==> src/rtl/sa_pkg.sv <==
// Shared definitions for the systolic array: sum width derivation, column slice
// position helper and the drop counter width used by the PE, feeder and drain.
package sa_pkg;

    localparam int DROP_CNT_W = 8;

    function automatic int sum_width(input int data_width);
        return data_width * data_width;
    endfunction

    function automatic int col_lsb(input int col, input int sum_w);
        return col * sum_w;
    endfunction

endpackage

==> src/rtl/sa_row_fifo.sv <==
// Synchronous row FIFO with a registered head entry; the head register always
// holds the entry that will be at the front in the next cycle.
module sa_row_fifo #(
    parameter int WIDTH = 64,
    parameter int DEPTH = 4
) (
    input  logic             clk,
    input  logic             reset,
    input  logic             i_push,
    input  logic             i_pop,
    input  logic [WIDTH-1:0] i_data,
    output logic             o_full,
    output logic             o_empty,
    output logic [WIDTH-1:0] o_head
);

    localparam int PTR_W = (DEPTH > 1) ? $clog2(DEPTH) : 1;
    localparam int CNT_W = $clog2(DEPTH + 1);

    logic [WIDTH-1:0] r_mem [DEPTH];
    logic [PTR_W-1:0] r_wr_ptr;
    logic [PTR_W-1:0] r_rd_ptr;
    logic [PTR_W-1:0] w_rd_ptr_nxt;
    logic [CNT_W-1:0] r_count;
    logic [WIDTH-1:0] r_head;

    assign o_full       = (r_count == CNT_W'(DEPTH));
    assign o_empty      = (r_count == '0);
    assign o_head       = r_head;
    assign w_rd_ptr_nxt = r_rd_ptr + PTR_W'(i_pop);

    always_ff @(posedge clk) begin
        if (i_push) begin
            r_mem[r_wr_ptr] <= i_data;
        end
    end

    always_ff @(posedge clk or posedge reset) begin
        if (reset) begin
            r_wr_ptr <= '0;
            r_rd_ptr <= '0;
            r_count  <= '0;
        end else begin
            if (i_push) begin
                r_wr_ptr <= r_wr_ptr + PTR_W'(1);
            end
            r_rd_ptr <= w_rd_ptr_nxt;
            case ({i_push, i_pop})
                2'b10:   r_count <= r_count + CNT_W'(1);
                2'b01:   r_count <= r_count - CNT_W'(1);
                default: r_count <= r_count;
            endcase
        end
    end

    // The pushed entry bypasses memory when it is the one that becomes head.
    always_ff @(posedge clk or posedge reset) begin
        if (reset) begin
            r_head <= '0;
        end else if (i_push && (r_wr_ptr == w_rd_ptr_nxt)) begin
            r_head <= i_data;
        end else begin
            r_head <= r_mem[w_rd_ptr_nxt];
        end
    end

endmodule

==> src/rtl/sa_output_drain.sv <==
// De-skews staggered column sums from the bottom PE row into aligned rows,
// buffers them and tracks rows lost to back-pressure.
module sa_output_drain
    import sa_pkg::*;
#(
    parameter  int DATA_WIDTH = 4,
    parameter  int COLS       = 4,
    parameter  int DEPTH      = 4,
    localparam int SUM_W      = sum_width(DATA_WIDTH),
    localparam int ROW_W      = COLS * SUM_W
) (
    input  logic                  clk,
    input  logic                  reset,
    input  logic                  in_valid,
    input  logic [ROW_W-1:0]      col_sum,
    output logic                  out_valid,
    input  logic                  out_ready,
    output logic [ROW_W-1:0]      out_row,
    output logic                  overflow,
    input  logic                  clear_ovf,
    output logic [DROP_CNT_W-1:0] drop_count
);

    logic [ROW_W-1:0]      w_row_aligned;
    logic                  w_aligned_vld;
    logic                  w_full;
    logic                  w_empty;
    logic                  w_pop;
    logic                  w_push;
    logic                  w_drop;
    logic                  r_overflow;
    logic [DROP_CNT_W-1:0] r_drop_count;

    function automatic logic [DROP_CNT_W-1:0] sat_inc(input logic [DROP_CNT_W-1:0] v);
        return (&v) ? v : v + DROP_CNT_W'(1);
    endfunction

    // De-skew triangle: column j waits COLS-1-j cycles for the rightmost column.
    for (genvar j = 0; j < COLS; j++) begin : g_col
        localparam int D   = COLS - 1 - j;
        localparam int LSB = col_lsb(j, SUM_W);
        if (D == 0) begin : g_pass
            assign w_row_aligned[LSB +: SUM_W] = col_sum[LSB +: SUM_W];
        end else begin : g_dly
            logic [SUM_W-1:0] r_dly [D];
            always_ff @(posedge clk or posedge reset) begin
                if (reset) begin
                    for (int k = 0; k < D; k++) r_dly[k] <= '0;
                end else begin
                    r_dly[0] <= col_sum[LSB +: SUM_W];
                    for (int k = 1; k < D; k++) r_dly[k] <= r_dly[k-1];
                end
            end
            assign w_row_aligned[LSB +: SUM_W] = r_dly[D-1];
        end
    end

    if (COLS > 1) begin : g_vld
        logic r_vld [COLS-1];
        always_ff @(posedge clk or posedge reset) begin
            if (reset) begin
                for (int k = 0; k < COLS - 1; k++) r_vld[k] <= 1'b0;
            end else begin
                r_vld[0] <= in_valid;
                for (int k = 1; k < COLS - 1; k++) r_vld[k] <= r_vld[k-1];
            end
        end
        assign w_aligned_vld = r_vld[COLS-2];
    end else begin : g_novld
        assign w_aligned_vld = in_valid;
    end

    // Buffering: a full FIFO still accepts a row when the head leaves the same cycle.
    assign w_pop  = ~w_empty & out_ready;
    assign w_push = w_aligned_vld & (~w_full | w_pop);
    assign w_drop = w_aligned_vld & w_full & ~w_pop;

    sa_row_fifo #(
        .WIDTH (ROW_W),
        .DEPTH (DEPTH)
    ) u_fifo (
        .clk     (clk),
        .reset   (reset),
        .i_push  (w_push),
        .i_pop   (w_pop),
        .i_data  (w_row_aligned),
        .o_full  (w_full),
        .o_empty (w_empty),
        .o_head  (out_row)
    );

    assign out_valid = ~w_empty;

    always_ff @(posedge clk or posedge reset) begin
        if (reset) begin
            r_overflow   <= 1'b0;
            r_drop_count <= '0;
        end else if (w_drop) begin
            r_overflow   <= 1'b1;
            r_drop_count <= clear_ovf ? DROP_CNT_W'(1) : sat_inc(r_drop_count);
        end else if (clear_ovf) begin
            r_overflow   <= 1'b0;
            r_drop_count <= '0;
        end
    end

    assign overflow   = r_overflow;
    assign drop_count = r_drop_count;

endmodule

==> config.mk <==
export PLATFORM = sky130hd
export DESIGN_NAME = sa_output_drain
export DESIGN_NICKNAME = d
export VERILOG_FILES = /design/src/rtl/sa_pkg.sv /design/src/rtl/sa_row_fifo.sv /design/src/rtl/sa_output_drain.sv
export SDC_FILE = /design/constraint.sdc
export NUM_CORES = 1
export LEC_CHECK = 0
export ABC_AREA = 1
export ABC_CLOCK_PERIOD_IN_PS = 7000
export CAP_MARGIN = 20
export CORE_UTILIZATION = 54
export CTS_BUF_LIST = sky130_fd_sc_hd__clkbuf_2
export CTS_CLUSTER_DIAMETER = 80
export DETAILED_ROUTE_END_ITERATION = 8
export PLACE_DENSITY = 0.89
export SLEW_MARGIN = 25
export SYNTH_ARGS = -nofsm -noshare
export SYNTH_HDL_FRONTEND = slang
export SYNTH_SLANG_ARGS = --single-unit
==> constraint.sdc <==
create_clock -name clk -period 7 [get_ports clk]
set_clock_uncertainty 0.2 [all_clocks]
set_input_delay 2.1 -clock clk [delete_from_list [all_inputs] [get_ports clk]]
set_output_delay 2.1 -clock clk [all_outputs]
set_load 0.02 [all_outputs]
==> metrics.csv, run 1 <==
stage,metric,value,unit
synthesis,multiplexer share of the synthesized area,4.056,%
clocking,CTS max path bufs,3,
setup_path,required time worst endpoint,7.61,ns
placed_design,placed wire-length estimate,16390,um
power,switching part of the total,39.09,%
floorplan,Chip Height,173.0,um
synthesis,sequential element share of the synthesized area,77.04,%
setup_path,CP bufs+invs,3,
placed_design,Placed Area,17610,um^2
global_route,total gr overflow,0,
floorplan,io pins,143,
setup_path,"Top cell by count, worst path",nand2_1,
floorplan,Rows,62,
power,Combinational Power Share,38.6,%
cells_and_area,number of fill cells,2012,
setup_path,crit path capture type,flip-flop,
synthesis,Post-Syn Area,15790,um^2
timing,Worst-Margin Slew,1.068,ns
synthesis,"Avg Cell Area, Syn",13.29,um^2
cells_and_area,layout overhead on the synthesized area,17.68,%
routing,Final ANT Viol Nets,0,
timing,fin crit share,68.72,%
timing,TNS Setup,0,ns
global_route,first-pass GRT wire length,49510,um
placed_design,pre-CTS setup slack,1.347,ns
synthesis,syn nets,1264,
routing,DR iter-0 viols,679,
clocking,CTS Hold Bufs,0,
floorplan,chip width,173.0,um
timing,Hold Fails Final Rpt,0,
clocking,clk_lat worst skew,0.90,ns
setup_path,CP peak stage delay,0.86,ns
floorplan,die area,29930,um^2
timing,Setup WS post-layout,2.189,ns
timing,f_max,207.9,MHz
clocking,clk sink count,435,
synthesis,main combinational cell family by area after synthesis,simple AND/OR/NAND/NOR gates,
synthesis,Main synth FF type,edfxtp_1,
synthesis,Post-synth EDFFs,256,
setup_path,critical path cell sequence,clkdlybuf4s50_1 -> inv_1 -> a21oi_1 -> ha_4 -> nand2_1 -> a21oi_4 -> buf_4 -> nand3_1 -> nand2_1,
placed_design,IO Port Bufs,142,
clocking,CTS tree,done,
power,Pwr Density,440.4,nW/um^2
synthesis,Post-Synth Adder-Cell Area,0.6021,%
floorplan,Initial Util,55.02,%
setup_path,Worst path depth,9,
synthesis,"flops & latches, synth",435,
timing,final slew viol count,0,
power,clock network fraction of design power,18.8,%
clocking,post-cts resize count,0,
synthesis,"Warnings, synthesis",0,
clocking,H-tree Lvls,3,
synthesis,"FFs w/ async S/R, synth",41.15,%
power,Pint,0.004985,W
run_status,status,finished clean,
clocking,Post-CTS Setup Bufs,0,
flow_run,max-cap violation count,0,
global_route,initial antenna violation count,1,
routing,DRC viols,0,
global_route,largest net degree at the start of global routing,180,
setup_path,CP Max Fanout,74,
synthesis,Compound-Gate Fraction of Synth Area,2.456,%
synthesis,XOR/XNOR Fraction of Synth Area,0.2694,%
floorplan,Core Area,28700,um^2
synthesis,Gate Count Post-Synth,1188,
global_route,total track usage,21.11,%
cells_and_area,cell area after layout,18580,um^2
power,sequential share of power,42.6,%
synthesis,Synth cell types,24,
routing,routed wire length,30590,um
cells_and_area,NumNets Final,1468,
timing,RSZ-0062 raised after global routing,no,
setup_path,CP max stage cell,ha_4,
global_route,number of global-route vias before repair,10330,
routing,drt wl/cell,16.38,um
clocking,Worst-path clk slew,0.09,ns
setup_path,CP top delay family,buffers and inverters,
power,Switching Power,0.003199,W
routing,detailed-route via count,9710,
clocking,Num CTS Buffers,102,
hold_path,hold crit path type,flip-flop to flip-flop,
timing,slew margin rel.,28.81,%
power,VDD IR max,0.4880,mV
synthesis,Simple-Gate Fraction of Synth Area,13.14,%
power,LEAKAGE,7.876,nW
setup_path,worst reg-to-reg path cell count,8,
routing,Vias per Instance,5.201,
setup_path,type of origin of the critical path,input pin,
timing,final setup fails,0,
hold_path,WHS Path Cells,0,
routing,drt first pass iters,5,
placed_design,RD Place Congestion,0.7451,
setup_path,Arrival @ worst endpoint,5.42,ns
timing,post-layout min period,4.811,ns
setup_path,critical path type,input pin to flip-flop,
clocking,CTS root buf,clkbuf_2,
cells_and_area,layout cells sized above 1,12.96,%
layer usage:
| layer | GRT usage, % | vias to the layer above | wire length (um) |
|---|---|---|---|
| met1 | 25.06 | 4708 | 11660 |
| met2 | 35.25 | 408 | 15580 |
| met3 | 4.617 | 66 | 2320 |
| met4 | 13.20 | 0 | 1025 |
| li1 | - | 4528 | - |
| met5 | 0 | - | 0 |
cell type report:
cell class,count,area (um^2),area share [%]
sequential,435,12170,65.47
multi-input combinational,673,3329,17.92
timing repair buffer,156,1572,8.456
clock buffer,155,775.7,4.174
tap,384,480.5,2.585
clock inverter,38,161.4,0.8685
inverter,24,93.84,0.5049
antenna,2,5.005,0.02693
power groups by stage:
stage | clock network (W) | logic, W | registers (W)
final | 0.00154 | 0.00316 | 0.00349
after detailed placement | 0 | 0.00316 | 0.00354
after global routing | 0.00173 | 0.00352 | 0.00353
after floorplan | 0 | 0.00194 | 0.00375
after CTS | 0.00159 | 0.00317 | 0.00349
after global placement | 0 | 0.00305 | 0.00353
synthesized netlist by cell type (2+ instances only):
| master | n | area (um^2) |
|---|---|---|
| buf_1 | 6 | 22.52 |
| mux2i_1 | 64 | 640.6 |
| inv_1 | 24 | 90.09 |
| nand2_1 | 422 | 1584 |
| nand3_1 | 76 | 380.4 |
| dfrtp_1 | 179 | 4479 |
| clkbuf_1 | 18 | 67.56 |
| buf_2 | 23 | 115.1 |
| buf_6 | 6 | 67.56 |
| edfxtp_1 | 256 | 7687 |
| xor2_1 | 3 | 26.28 |
| nand4_1 | 5 | 31.28 |
| nor2_1 | 16 | 60.06 |
| ha_1 | 6 | 75.07 |
| o21ai_0 | 69 | 345.3 |
| a21oi_1 | 4 | 20.02 |
| buf_4 | 3 | 22.52 |
| nand2_2 | 2 | 12.51 |
logic make-up (layout without fill, tap and decap cells):
kind of cell / after synthesis / count (layout)
and+or+nand+nor: 522 / 522
DFF: 435 / 435
buffers and inverters: 80 / 373
AOI/OAI and AO/OA: 76 / 76
muxes: 64 / 64
adders and majority gates: 7 / 7
xor gates and xnor gates: 4 / 4
other: 0 / 2
path summary, 6_finish.rpt:
kind | start | to | slack (ns)
max in group asynchronous | reset | u_fifo.o_head[37] | 4.24
hold / removal | g_col[1].g_dly.r_dly[22] | g_col[1].g_dly.r_dly[6] | 0.15
setup reg to reg | u_fifo.r_count[1] | u_fifo.o_head[63] | 3.27
min in group asynchronous | reset | g_col[0].g_dly.r_dly[40] | 1.40
setup / recovery | out_ready | u_fifo.o_head[63] | 2.19
hold reg to reg | g_col[1].g_dly.r_dly[22] | g_col[1].g_dly.r_dly[6] | 0.15
cells in the final DEF (no fill, tap or decap):
master / instances
a21oi_4: 1
clkdlybuf4s50_1: 142
buf_12: 2
nand4_1: 5
ha_1: 5
o21bai_1: 1
nand2_1: 422
nand2_2: 1
o21ai_0: 69
ha_4: 1
mux2i_1: 64
or2_2: 1
clkinv_1: 28
buf_16: 1
inv_2: 3
dfrtp_1: 179
nor2_1: 12
nand3_1: 76
o22ai_1: 1
inv_1: 22
xor2_4: 2
nor2_4: 4
o2111ai_1: 1
clkinv_2: 5
clkinv_4: 1
diode_2: 2
buf_4: 11
clkinvlp_4: 3
xor2_1: 2
edfxtp_1: 256
nand2_4: 1
a21oi_1: 3
clkbuf_2: 155
fa_1: 1
stage by stage:
stage          hold WS, ns  instances  power, W  utilization [%]
5_1_grt             0.1592       1867  0.008779            64.75
6_report            0.1511       1867  0.008184            64.75
3_5_place_dp        0.1347       1671  0.006704            61.37
3_3_place_gp        0.1317       1671  0.006577            61.37
2_1_floorplan       0.1312       1188  0.005692                -
4_1_cts             0.1510       1864  0.008249            64.63
flip-flops by register name, summed over array words and instances, names as in the netlist:
register and cells:
overflow 1, drop_count 8, u_fifo.r_wr_ptr 2, u_fifo.r_rd_ptr 2
u_fifo.o_head 64, g_col.g_dly.r_dly 96, g_vld.r_vld 2, w_aligned_vld 1
u_fifo.r_mem 256, u_fifo.r_count 3
(Power assumes the default switching activity.)
==> run 2, diff against run 1 <==
--- a/config.mk
+++ b/config.mk
@@ -6,7 +6,7 @@
 export NUM_CORES = 1
 export LEC_CHECK = 0
 export ABC_AREA = 1
-export ABC_CLOCK_PERIOD_IN_PS = 7000
+export ABC_CLOCK_PERIOD_IN_PS = 4000
 export CAP_MARGIN = 20
 export CORE_UTILIZATION = 54
 export CTS_BUF_LIST = sky130_fd_sc_hd__clkbuf_2
==> constraint.sdc (replaced) <==
create_clock -name clk -period 4 [get_ports clk]
set_clock_uncertainty 0.2 [all_clocks]
set_input_delay 1.2 -clock clk [delete_from_list [all_inputs] [get_ports clk]]
set_output_delay 1.2 -clock clk [all_outputs]
set_load 0.02 [all_outputs]
==> run 2 against run 1 <==
  * Count of clock-buffer cells in the layout up 11
  * First-iteration DRC count increased by 5.4%
  * Worst hold slack lost 0.028 ns
  * Sequential cell count did not move
  * Sequential power grew 75%
  * Final area rose by 1.1%
==> metrics.csv, run 2 (synthesized netlist as in run 1, its figures left out) <==
stage,metric,value,unit
run_status,status,finished clean,
routing,DRC viols,0,
timing,slew margin rel.,63.52,%
timing,Worst-Margin Slew,0.5472,ns
cells_and_area,max reg flops,256,
cells_and_area,most frequent cells in the layout,"nand2_1 (422), edfxtp_1 (256), dfrtp_1 (179)",
cells_and_area,layout cells sized above 1,13.99,%
setup_path,required time worst endpoint,2.60,ns
power,Switching Power,0.005669,W
power,VDD IR max,0.6772,mV
timing,RSZ-0062 raised after global routing,no,
power,clock network fraction of design power,19.4,%
cells_and_area,largest reg by FF count,u_fifo.r_mem,
setup_path,CP peak stage delay,0.56,ns
clocking,CTS tree,done,
placed_design,placed wire-length estimate,17130,um
power,Pwr Density,784.9,nW/um^2
setup_path,critical path cell sequence,nor2_1 -> nand2_1 -> clkdlybuf4s50_1,
power,Pint,0.009080,W
flow_run,max-cap violation count,0,
placed_design,pre-CTS setup slack,0.1919,ns
clocking,clk sink count,435,
global_route,largest net degree at the start of global routing,76,
floorplan,Core Area,28700,um^2
floorplan,Chip Height,173.0,um
routing,DR iter-0 viols,716,
routing,Final ANT Viol Nets,0,
global_route,first-pass GRT wire length,50790,um
cells_and_area,number of fill cells,1990,
placed_design,post-placement cell count,1678,
placed_design,RD Place Congestion,0.7448,
clocking,Num CTS Buffers,102,
setup_path,CP max stage cell,clkdlybuf4s50_1,
floorplan,io pins,143,
floorplan,Initial Util,55.02,%
floorplan,Rows,62,
timing,f_max,278.6,MHz
setup_path,CP Max Fanout,5,
timing,fin crit share,89.73,%
timing,post-layout min period,3.589,ns
hold_path,hold crit path type,flip-flop to flip-flop,
clocking,CTS Hold Bufs,0,
power,sequential share of power,41.4,%
routing,detailed-route via count,9699,
setup_path,CP top delay family,buffers and inverters,
setup_path,type of origin of the critical path,flip-flop,
global_route,total gr overflow,0,
routing,drt first pass iters,5,
setup_path,Arrival @ worst endpoint,2.19,ns
routing,routed wire length,31420,um
global_route,number of global-route vias before repair,10210,
timing,Hold Fails Final Rpt,0,
floorplan,die area,29930,um^2
clocking,post-cts resize count,0,
setup_path,CP bufs+invs,1,
power,LEAKAGE,7.987,nW
cells_and_area,"commonest non-fill, non-tap cell in the layout",nand2_1,
clocking,Post-CTS Setup Bufs,0,
setup_path,critical path type,flip-flop to output pin,
clocking,H-tree Lvls,3,
clocking,Worst-path clk slew,0.10,ns
routing,Vias per Instance,5.181,
cells_and_area,NumNets Final,1474,
timing,final setup fails,0,
cells_and_area,final cell count without fillers,1872,
global_route,total track usage,21.73,%
timing,Setup WS post-layout,0.4110,ns
clocking,CTS max path bufs,3,
timing,final slew viol count,0,
setup_path,crit path capture type,output pin,
clocking,clk_lat worst skew,0.87,ns
global_route,initial antenna violation count,1,
power,switching part of the total,38.44,%
clocking,CTS root buf,clkbuf_2,
cells_and_area,layout overhead on the synthesized area,18.98,%
timing,TNS Setup,0,ns
power,Combinational Power Share,39.2,%
routing,drt wl/cell,16.78,um
placed_design,IO Port Bufs,142,
floorplan,chip width,173.0,um
run 2: layer usage:
metal | vias to the layer above | track usage [%] | wire, um
li1 | 4534 | - | -
met1 | 4711 | 26.94 | 12390
met2 | 394 | 36.07 | 15790
met3 | 60 | 5.211 | 2304
met4 | 0 | 10.58 | 927
met5 | - | 0 | 0
run 2: power groups by stage:
stage	combinational, W	clock (W)	sequential, W
3_5_place_dp	0.00579	0	0.00621
2_1_floorplan	0.00340	0	0.00656
6_report	0.00578	0.00286	0.00611
4_1_cts	0.00582	0.00295	0.00611
3_3_place_gp	0.00557	0	0.00617
5_1_grt	0.00639	0.00318	0.00618
run 2: metrics by stage:
| step | hold slack [ns] | area, um^2 | utilization, % | power [W] |
|---|---|---|---|---|
| 5_1_grt | 0.1408 | 18790 | 65.47 | 0.01575 |
| 2_1_floorplan | 0.1312 | 15800 | - | 0.009960 |
| 6_report | 0.1231 | 18790 | 65.47 | 0.01475 |
| 4_1_cts | 0.1406 | 18790 | 65.46 | 0.01488 |
| 3_5_place_dp | 0.1347 | 17790 | 61.99 | 0.01200 |
| 3_3_place_gp | 0.1332 | 17790 | 61.99 | 0.01174 |
run 2: final cells by class:
type / count / area, um^2 / area share [%]
repair buffers: 162 / 1722 / 9.162
multi-input cells: 673 / 3329 / 17.72
flip-flops and latches: 435 / 12170 / 64.75
clock inverters: 27 / 165.2 / 0.8789
diodes: 1 / 2.502 / 0.01332
well taps: 384 / 480.5 / 2.557
clock buffers: 166 / 830.8 / 4.421
inverters: 24 / 93.84 / 0.4994
run 2: path summary, 6_finish.rpt:
kind,startpoint,endpoint,slack [ns],depth (start not counted)
setup / recovery,u_fifo.r_count[1],out_valid,0.41,3
min in group asynchronous,reset,u_fifo.o_head[0],0.49,2
max in group asynchronous,reset,u_fifo.o_head[7],2.30,3
setup reg to reg,u_fifo.r_count[1],u_fifo.o_head[7],1.40,8
hold / removal,g_col[0].g_dly.r_dly[45],g_col[0].g_dly.r_dly[29],0.12,0
hold reg to reg,g_col[0].g_dly.r_dly[45],g_col[0].g_dly.r_dly[29],0.12,0
run 2: worst reg2reg max path, delay by kind of cell (launching register included):
kind                     cells  cell delay [ns]
AO/OA/AOI/OAI                1             0.22
XOR/XNOR                     2             0.56
adder cells (fa/ha/maj)      1             0.23
buffers and inverters        1             0.40
flip-flops                   1             0.41
AND/OR/NAND/NOR              3             0.54
